===== src/rtl/flash_audio_reader_pkg.sv =====
// Shared definitions for the flash-side audio word reader: FSM encoding and
// default song bounds within the flash word-address space.
package flash_audio_reader_pkg;

  localparam int unsigned SONG_ADDR_W = 23;

  localparam logic [SONG_ADDR_W-1:0] SONG_START_ADDR = 23'h000000;
  localparam logic [SONG_ADDR_W-1:0] SONG_END_ADDR   = 23'h07FFFF;

  typedef enum logic [2:0] {
    IDLE       = 3'd0,
    ISSUE      = 3'd1,
    WAIT_VALID = 3'd2,
    DONE       = 3'd3,
    ADVANCE    = 3'd4
  } reader_state_e;

endpackage


===== src/rtl/audio_addr_stepper.sv =====
// Combinational next-word address: a pending restart jumps to the song edge
// selected by direction, otherwise step one word with wrap-around.
module audio_addr_stepper #(
  parameter int ADDR_W = 23
) (
  input  logic [ADDR_W-1:0] addr_i,
  input  logic              direction_i,
  input  logic              restart_pend_i,
  input  logic [ADDR_W-1:0] start_addr_i,
  input  logic [ADDR_W-1:0] end_addr_i,
  output logic [ADDR_W-1:0] next_addr_o
);

  always_comb begin
    // NOTE: every branch assigns next_addr_o, so no latch can be inferred.
    next_addr_o = addr_i;
    if (restart_pend_i) begin
      next_addr_o = direction_i ? start_addr_i : end_addr_i;
    end else if (direction_i) begin
      next_addr_o = (addr_i == end_addr_i) ? start_addr_i : addr_i + 1'b1;
    end else begin
      next_addr_o = (addr_i == start_addr_i) ? end_addr_i : addr_i - 1'b1;
    end
  end

endmodule


===== src/rtl/flash_audio_reader.sv =====
// Fetches one 32-bit song word at a time over Avalon-MM, holds it for the
// sample unpacker, and steps the word address once the unpacker signals change.
module flash_audio_reader
  import flash_audio_reader_pkg::*;
#(
  parameter int              ADDR_W     = 23,
  parameter logic [ADDR_W-1:0] START_ADDR = SONG_START_ADDR,
  parameter logic [ADDR_W-1:0] END_ADDR   = SONG_END_ADDR
) (
  input  logic              clk50,
  input  logic              reset_n,
  input  logic              play,
  input  logic              direction,
  input  logic              restart,
  input  logic              change,
  output logic              flash_read,
  output logic [ADDR_W-1:0] flash_address,
  input  logic              flash_waitrequest,
  input  logic [31:0]       flash_readdata,
  input  logic              flash_readdatavalid,
  output logic [31:0]       audio_data,
  output logic              finished
);

  reader_state_e     state_q;
  logic [ADDR_W-1:0] addr_q;
  logic [ADDR_W-1:0] addr_d;
  logic              restart_pend_q;
  logic              read_q;
  logic [31:0]       data_q;
  logic              finished_q;

  audio_addr_stepper #(.ADDR_W(ADDR_W)) u_stepper (
    .addr_i        (addr_q),
    .direction_i   (direction),
    .restart_pend_i(restart_pend_q),
    .start_addr_i  (START_ADDR),
    .end_addr_i    (END_ADDR),
    .next_addr_o   (addr_d)
  );

  always_ff @(posedge clk50 or negedge reset_n) begin
    if (!reset_n) begin
      state_q        <= IDLE;
      addr_q         <= START_ADDR;
      restart_pend_q <= 1'b0;
      read_q         <= 1'b0;
      data_q         <= '0;
      finished_q     <= 1'b0;
    end else begin
      // NOTE: non-blocking assignments keep every register update in this
      // block based on the values from before the clock edge.
      case (state_q)
        IDLE: begin
          if (restart) addr_q <= direction ? START_ADDR : END_ADDR;
          if (play) begin
            state_q <= ISSUE;
            read_q  <= 1'b1;
          end
        end
        ISSUE: begin
          if (restart) restart_pend_q <= 1'b1;
          if (!flash_waitrequest) begin
            read_q <= 1'b0;
            // A zero-latency slave may return data in the accept cycle.
            if (flash_readdatavalid) begin
              data_q     <= flash_readdata;
              finished_q <= 1'b1;
              state_q    <= DONE;
            end else begin
              state_q <= WAIT_VALID;
            end
          end
        end
        WAIT_VALID: begin
          if (restart) restart_pend_q <= 1'b1;
          if (flash_readdatavalid) begin
            data_q     <= flash_readdata;
            finished_q <= 1'b1;
            state_q    <= DONE;
          end
        end
        DONE: begin
          if (restart) restart_pend_q <= 1'b1;
          if (change) begin
            finished_q <= 1'b0;
            state_q    <= ADVANCE;
          end
        end
        ADVANCE: begin
          // The pending jump is consumed here; a restart now waits for the next step.
          addr_q         <= addr_d;
          restart_pend_q <= restart;
          if (play) begin
            state_q <= ISSUE;
            read_q  <= 1'b1;
          end else begin
            state_q <= IDLE;
          end
        end
        default: begin
          state_q <= IDLE;
          read_q  <= 1'b0;
        end
      endcase
    end
  end

  assign flash_read    = read_q;
  assign flash_address = addr_q;
  assign audio_data    = data_q;
  assign finished      = finished_q;

endmodule


===== config.mk =====
export PLATFORM = sky130hd
export DESIGN_NAME = flash_audio_reader
export DESIGN_NICKNAME = d
export VERILOG_FILES = /design/src/rtl/flash_audio_reader_pkg.sv /design/src/rtl/audio_addr_stepper.sv /design/src/rtl/flash_audio_reader.sv
export SDC_FILE = /design/constraint.sdc
export NUM_CORES = 1
export LEC_CHECK = 0
export ABC_AREA = 0
export BUFFER_PORTS_ARGS = -buffer_cell sky130_fd_sc_hd__buf_2
export CAP_MARGIN = 30
export CORE_MARGIN = 2
export CORE_UTILIZATION = 54
export DETAILED_ROUTE_END_ITERATION = 16
export PLACE_DENSITY = 0.89
export SLEW_MARGIN = 20
export SYNTH_ARGS = -nofsm -noshare
export SYNTH_HDL_FRONTEND = slang
export SYNTH_SLANG_ARGS = --single-unit

===== constraint.sdc =====
create_clock -name clk50 -period 5.6 [get_ports clk50]
set_input_delay 0.28 -clock clk50 [delete_from_list [all_inputs] [get_ports clk50]]
set_output_delay 0.28 -clock clk50 [all_outputs]
set_load 0.1 [all_outputs]

==> results.txt, run 1 <==
Register area share after synthesis = 43.7%
Tcrit/Tclk final = 55.3%
WP data arrival = 3.32 ns
Final worst setup slack = 2.50 ns
Clock Pin Slew Worst Setup and Hold Paths = 0.07 ns
Achievable Freq = 0.323 GHz
Sequential cell area = 1530 sq um
CTS Buffer Depth = 2
Mapped Nets = 410
Setup TNS = 0 ns
Post-CTS sizing = 0
Hold-fix buffers, CTS = 0
Final min period = 3.10 ns
CTS tree = done
Die area = 7130 sq um
Clock Root Buffer = clkbuf_8
Postcts setup bufs = 0
Flops & latches, synth = 61
HP Class = in2async
Multi-input gate area = 1830 sq um
Initial antenna violation count = 0
CP required = 5.82 ns
Final wirelength = 9.40 mm
Layout area overhead = 20.1%
CTS buffer count = 9
Share of cells above drive strength 1 = 34.9%
Async SR Flop Fraction = 100%
Post-synth EDFFs = 0
RSZ-0062 raised after global routing = false
# Max-Cap Violations = 0
Grt total ovfl = 0
Die width = 84.4 um
Layout net count = 497
Warnings from Yosys = 0
Slew HR = 39.0%
Chip Height = 84.4 um
Top Ports = 97
PortBufs = 96
Most common cell after layout, fill and taps aside = buf_2
Final Setup Violations = 0
TritonRoute pass-1 iters = 7
Worst-path maximum fanout = 17
Worst Skew = 0.00463 ns
Setup Crit Path Kind = reg2reg
Slew @ Worst Pin = 0.911 ns
Core region area = 6310 sq um
CP Launch Type = register
Synth unique cells = 47
H-tree depth = 3
Synthesized instance count = 367
Gpl congestion = 0.943
Design Area, Final = 4190 sq um
Starting Density = 55.3%
DR vias/cell = 6.19
Placed Area = 3990 sq um
Slew Viols, Final = 0
Outcome = finished clean
Total GRT Usage = 27.0%
DRC = 0
Largest net degree at the start of global routing = 62
Post-DP HPWL = 6.71 mm
Vias in the first global route = 3,140
Clock sink total = 61
Crit end category = register
Iter 0 DRT Violations = 370
Fill count = 527
Routed wire per std cell = 17.6 um
Final Hold Violating Endpoints = 0
Vias = 3,311
Row cnt = 29
First-pass GRT wire length = 15.4 mm
Worst slack, placed = 2.57 ns
Commonest non-fill, non-tap cells in the layout = buf_2, dfrtp_1, o21ai_0
Clk_lat worst skew = 0.34 ns
Diode count = 0
Mean Syn Cell Area = 9.52 sq um
Post-route ant nets = 0
Post-synth top flop = dfrtp_1
Synthesized area = 3490 sq um
-- critical path: stages, from the launching register on --
cell,delay [ns]
dfrtp_1,0.46
or4_4,0.58
or3_1,0.49
o41ai_4,0.90
nor2_2,0.19
a221oi_2,0.28
a21oi_1,0.09
-- synth_stat cells, types with 2 or more instances --
cell,count,area (sq um)
and2_1,2,12.5
nor2_1,23,86.3
and3_1,3,18.8
o311ai_0,2,17.5
buf_6,2,22.5
dfrtp_1,61,1530
nor4_1,9,56.3
o211ai_1,4,30.0
nand4_1,11,68.8
or4_1,2,15.0
a211oi_1,3,22.5
nand3b_1,5,37.5
mux2_2,33,372
ha_1,3,37.5
nand2b_1,2,12.5
or3_1,12,75.1
nand3_1,12,60.1
xnor2_1,9,78.8
o21ai_0,35,175
o221ai_1,2,17.5
o31a_1,3,26.3
inv_1,7,26.3
a21oi_1,15,75.1
nor2b_1,3,18.8
o31ai_1,3,22.5
nand2_1,31,116
a221oi_2,2,30.0
buf_1,5,18.8
clkbuf_1,16,60.1
xor2_1,8,70.1
or2_2,3,18.8
a31oi_1,4,25.0
nor3_1,18,90.1
-- registers in the layout, indices dropped and copies added, names as in the netlist --
signal and flops:
flash_read 1, restart_pend_q 1, flash_address 23, finished 1
audio_data 32, state_q 3
-- worst paths after layout --
kind / startpoint / to / slack [ns] / cells after the start
worst max-delay path: flash_address[11]$_DFFE_PN0P_ / flash_address[22]$_DFFE_PN0P_ / 2.50 / 6
worst min-delay path: reset_n / flash_address[3]$_DFFE_PN0P_ / 0.09 / 2
min in group clk50: flash_readdata[30] / audio_data[30]$_DFFE_PN0P_ / 0.17 / 2
worst max register to register: flash_address[11]$_DFFE_PN0P_ / flash_address[22]$_DFFE_PN0P_ / 2.50 / 6
max in group asynchronous: reset_n / audio_data[3]$_DFFE_PN0P_ / 4.97 / 2
worst min register to register: finished$_DFFE_PN0P_ / finished$_DFFE_PN0P_ / 0.49 / 2
-- per-stage QoR --
stage / utilization, % / instances / hold WS, ns
after global routing: 66.4 / 535 / 0.170
after global placement: 63.2 / 519 / 0.476
final: 66.4 / 535 / 0.0932
after detailed placement: 63.2 / 519 / 0.483
after floorplan: - / 367 / -0.0156
after CTS: 66.3 / 534 / 0.133
-- layer usage --
metal	wire (um)	GRT usage, %	vias up	part of all wire [%]
met5	0	0	-	0
met1	3760	36.9	1597	40
met4	234	11.3	0	2.5
met2	4700	43.3	166	50
met3	706	4.42	22	7.5
li1	-	-	1526	-
-- cell type report --
| type | count | area share (%) |
|---|---|---|
| clock buffers | 11 | 3.61 |
| clock inverters | 4 | 1.13 |
| inverters | 7 | 0.626 |
| multi-input cells | 274 | 43.6 |
| flip-flops and latches | 61 | 36.4 |
| well taps | 77 | 2.30 |
| repair buffers | 101 | 12.4 |
-- cells by family (layout without fill, tap and decap cells) --
logic type / Yosys count / in the layout / share of synthesized area [%]
xor gates and xnor gates: 17 / 17 / 4.26
AOI/OAI and AO/OA: 80 / 80 / 15.2
DFF: 61 / 61 / 43.7
adders and majority gates: 3 / 3 / 1.07
buffers and inverters: 32 / 123 / 3.94
muxes: 33 / 33 / 10.6
and+or+nand+nor: 141 / 141 / 21.2
Power of run 1 is left out: the tool's default activity adds up to more than one toggle a clock period on the data nets, which glitch-free logic cannot reach.
==> run 2: changes to the inputs <==
Settings changed: CORE_UTILIZATION 54 to 48, PLACE_DENSITY 0.89 to 0.84.
Clock period 5.6 ns to 2.8 ns, I/O delays scaled along.
==> run 2 against run 1 <==
Compared with the run above: sequential share of layout area is 1.6 points lower; register-to-register slack worse by 2.4 ns; utilization is 4.2 points lower; critical path type unchanged; critical endpoint unchanged; highest routed layer unchanged.
==> results.txt, run 2 (synthesized netlist as in run 1, its figures left out) <==
CP required = 3.01 ns
Post-DP HPWL = 7.16 mm
Post-route ant nets = 0
Starting Density = 48.9%
RSZ-0062 raised after global routing = false
Die area = 7970 sq um
Largest net degree at the start of global routing = 33
Clock sink total = 61
Achievable Freq = 0.374 GHz
Layout net count = 513
Worst-path maximum fanout = 10
Vias in the first global route = 3,111
PortBufs = 96
Setup Crit Path Kind = reg2reg
Clock Pin Slew Worst Setup and Hold Paths = 0.07 ns
Grt total ovfl = 0
Core region area = 7140 sq um
Final wirelength = 9.82 mm
Iter 0 DRT Violations = 355
First-pass GRT wire length = 15.0 mm
Worst Skew = 0.00515 ns
Row cnt = 31
Chip Height = 89.3 um
Layout area overhead = 27.3%
Routed wire per std cell = 17.1 um
CTS Buffer Depth = 2
Diode count = 0
Setup TNS = 0 ns
Most common cell after layout, fill and taps aside = buf_2
CTS tree = done
Die width = 89.3 um
Total GRT Usage = 24.6%
Final Hold Violating Endpoints = 0
DRC = 0
CTS buffer count = 9
Clock Root Buffer = clkbuf_8
Commonest non-fill, non-tap cells in the layout = buf_2, dfrtp_1, o21ai_0
Slew @ Worst Pin = 0.718 ns
Vias = 3,399
WP data arrival = 2.89 ns
HP Class = in2reg
TritonRoute pass-1 iters = 6
Number of flip-flops under the largest register name = 32
Gpl congestion = 0.980
Slew HR = 51.7%
Outcome = finished clean
Clk_lat worst skew = 0.34 ns
Crit path max-delay cell type = or4_4
# Max-Cap Violations = 0
Tcrit/Tclk final = 95.5%
H-tree depth = 3
Slowest stage delay, CP = 0.55 ns
Top Ports = 97
CP Launch Type = register
Final min period = 2.67 ns
Final Setup Violations = 0
DR vias/cell = 5.92
Initial antenna violation count = 0
CP cell instances = or4_4, or3_1, nor3_1, nand3_1, a221oi_2, a21oi_1
Slew Viols, Final = 0
Crit end category = register
Share of cells above drive strength 1 = 40.4%
==> run 2: cell count changes in the layout (fill, tap and decap cells not counted), sizes merged <==
cell | before | now
buf | 101 | 116
dlygate4sd3 | 0 | 1
clkinv | 2 | 0
bufinv | 1 | 3
inv | 7 | 8
==> run 2: layout make-up <==
type | count | area (sq um)
multi-input cells | 274 | 1840
clock buffers | 11 | 141
inverters | 7 | 26.3
repair buffers | 117 | 661
flip-flops and latches | 61 | 1550
clock inverters | 5 | 106
fillers | 594 | 2690
well taps | 99 | 124
==> run 2: repair_timing <==
action / in CTS / in global routing
resized for setup: 0 / 0
buffers inserted: 0 / 0
hold buffers: 1 / 0
hold endpoints to repair: 21 / 0
==> run 2: critical path, delay by kind of cell (launching register included) <==
family	cells	cell delay, ns
DFF	1	0.52
and+or+nand+nor	4	1.68
AOI/OAI and AO/OA	2	0.35
==> run 2: final timing paths <==
kind / cells past startpoint / start / slack, ns / endpoint
max in group asynchronous: 4 / reset_n / 1.64 / audio_data[26]$_DFFE_PN0P_
max reg2reg: 6 / flash_address[9]$_DFFE_PN0P_ / 0.13 / flash_address[22]$_DFFE_PN0P_
min reg2reg: 1 / audio_data[24]$_DFFE_PN0P_ / 0.50 / audio_data[24]$_DFFE_PN0P_
max: 6 / flash_address[9]$_DFFE_PN0P_ / 0.13 / flash_address[22]$_DFFE_PN0P_
min in group asynchronous: 2 / reset_n / 0.36 / flash_address[6]$_DFFE_PN0P_
min: 2 / flash_readdata[31] / 0.03 / audio_data[31]$_DFFE_PN0P_
==> run 2: per-stage QoR <==
stage                     instance area (sq um)  hold WS, ns  util (%)  worst slack (ns)  cells
after floorplan                            3520       -0.156         -          -0.00802    367
after global placement                     4150        0.358      58.2             0.254    555
after detailed placement                   4180        0.174      58.6             0.170    556
after CTS                                  4440       0.0236      62.2             0.152    573
after global routing                       4440       0.0272      62.3            0.0383    574
final                                      4440       0.0314      62.3             0.126    574
==> run 2: per-layer routing <==
metal	share of wire, %	global-route usage [%]	vias to the layer above
met5	0	0	-
met4	2.7	12.2	0
met3	9.5	4.62	33
met2	49	40.3	209
met1	39	31.3	1609
li1	-	-	1548
Power of run 2 is left out for the same reason.
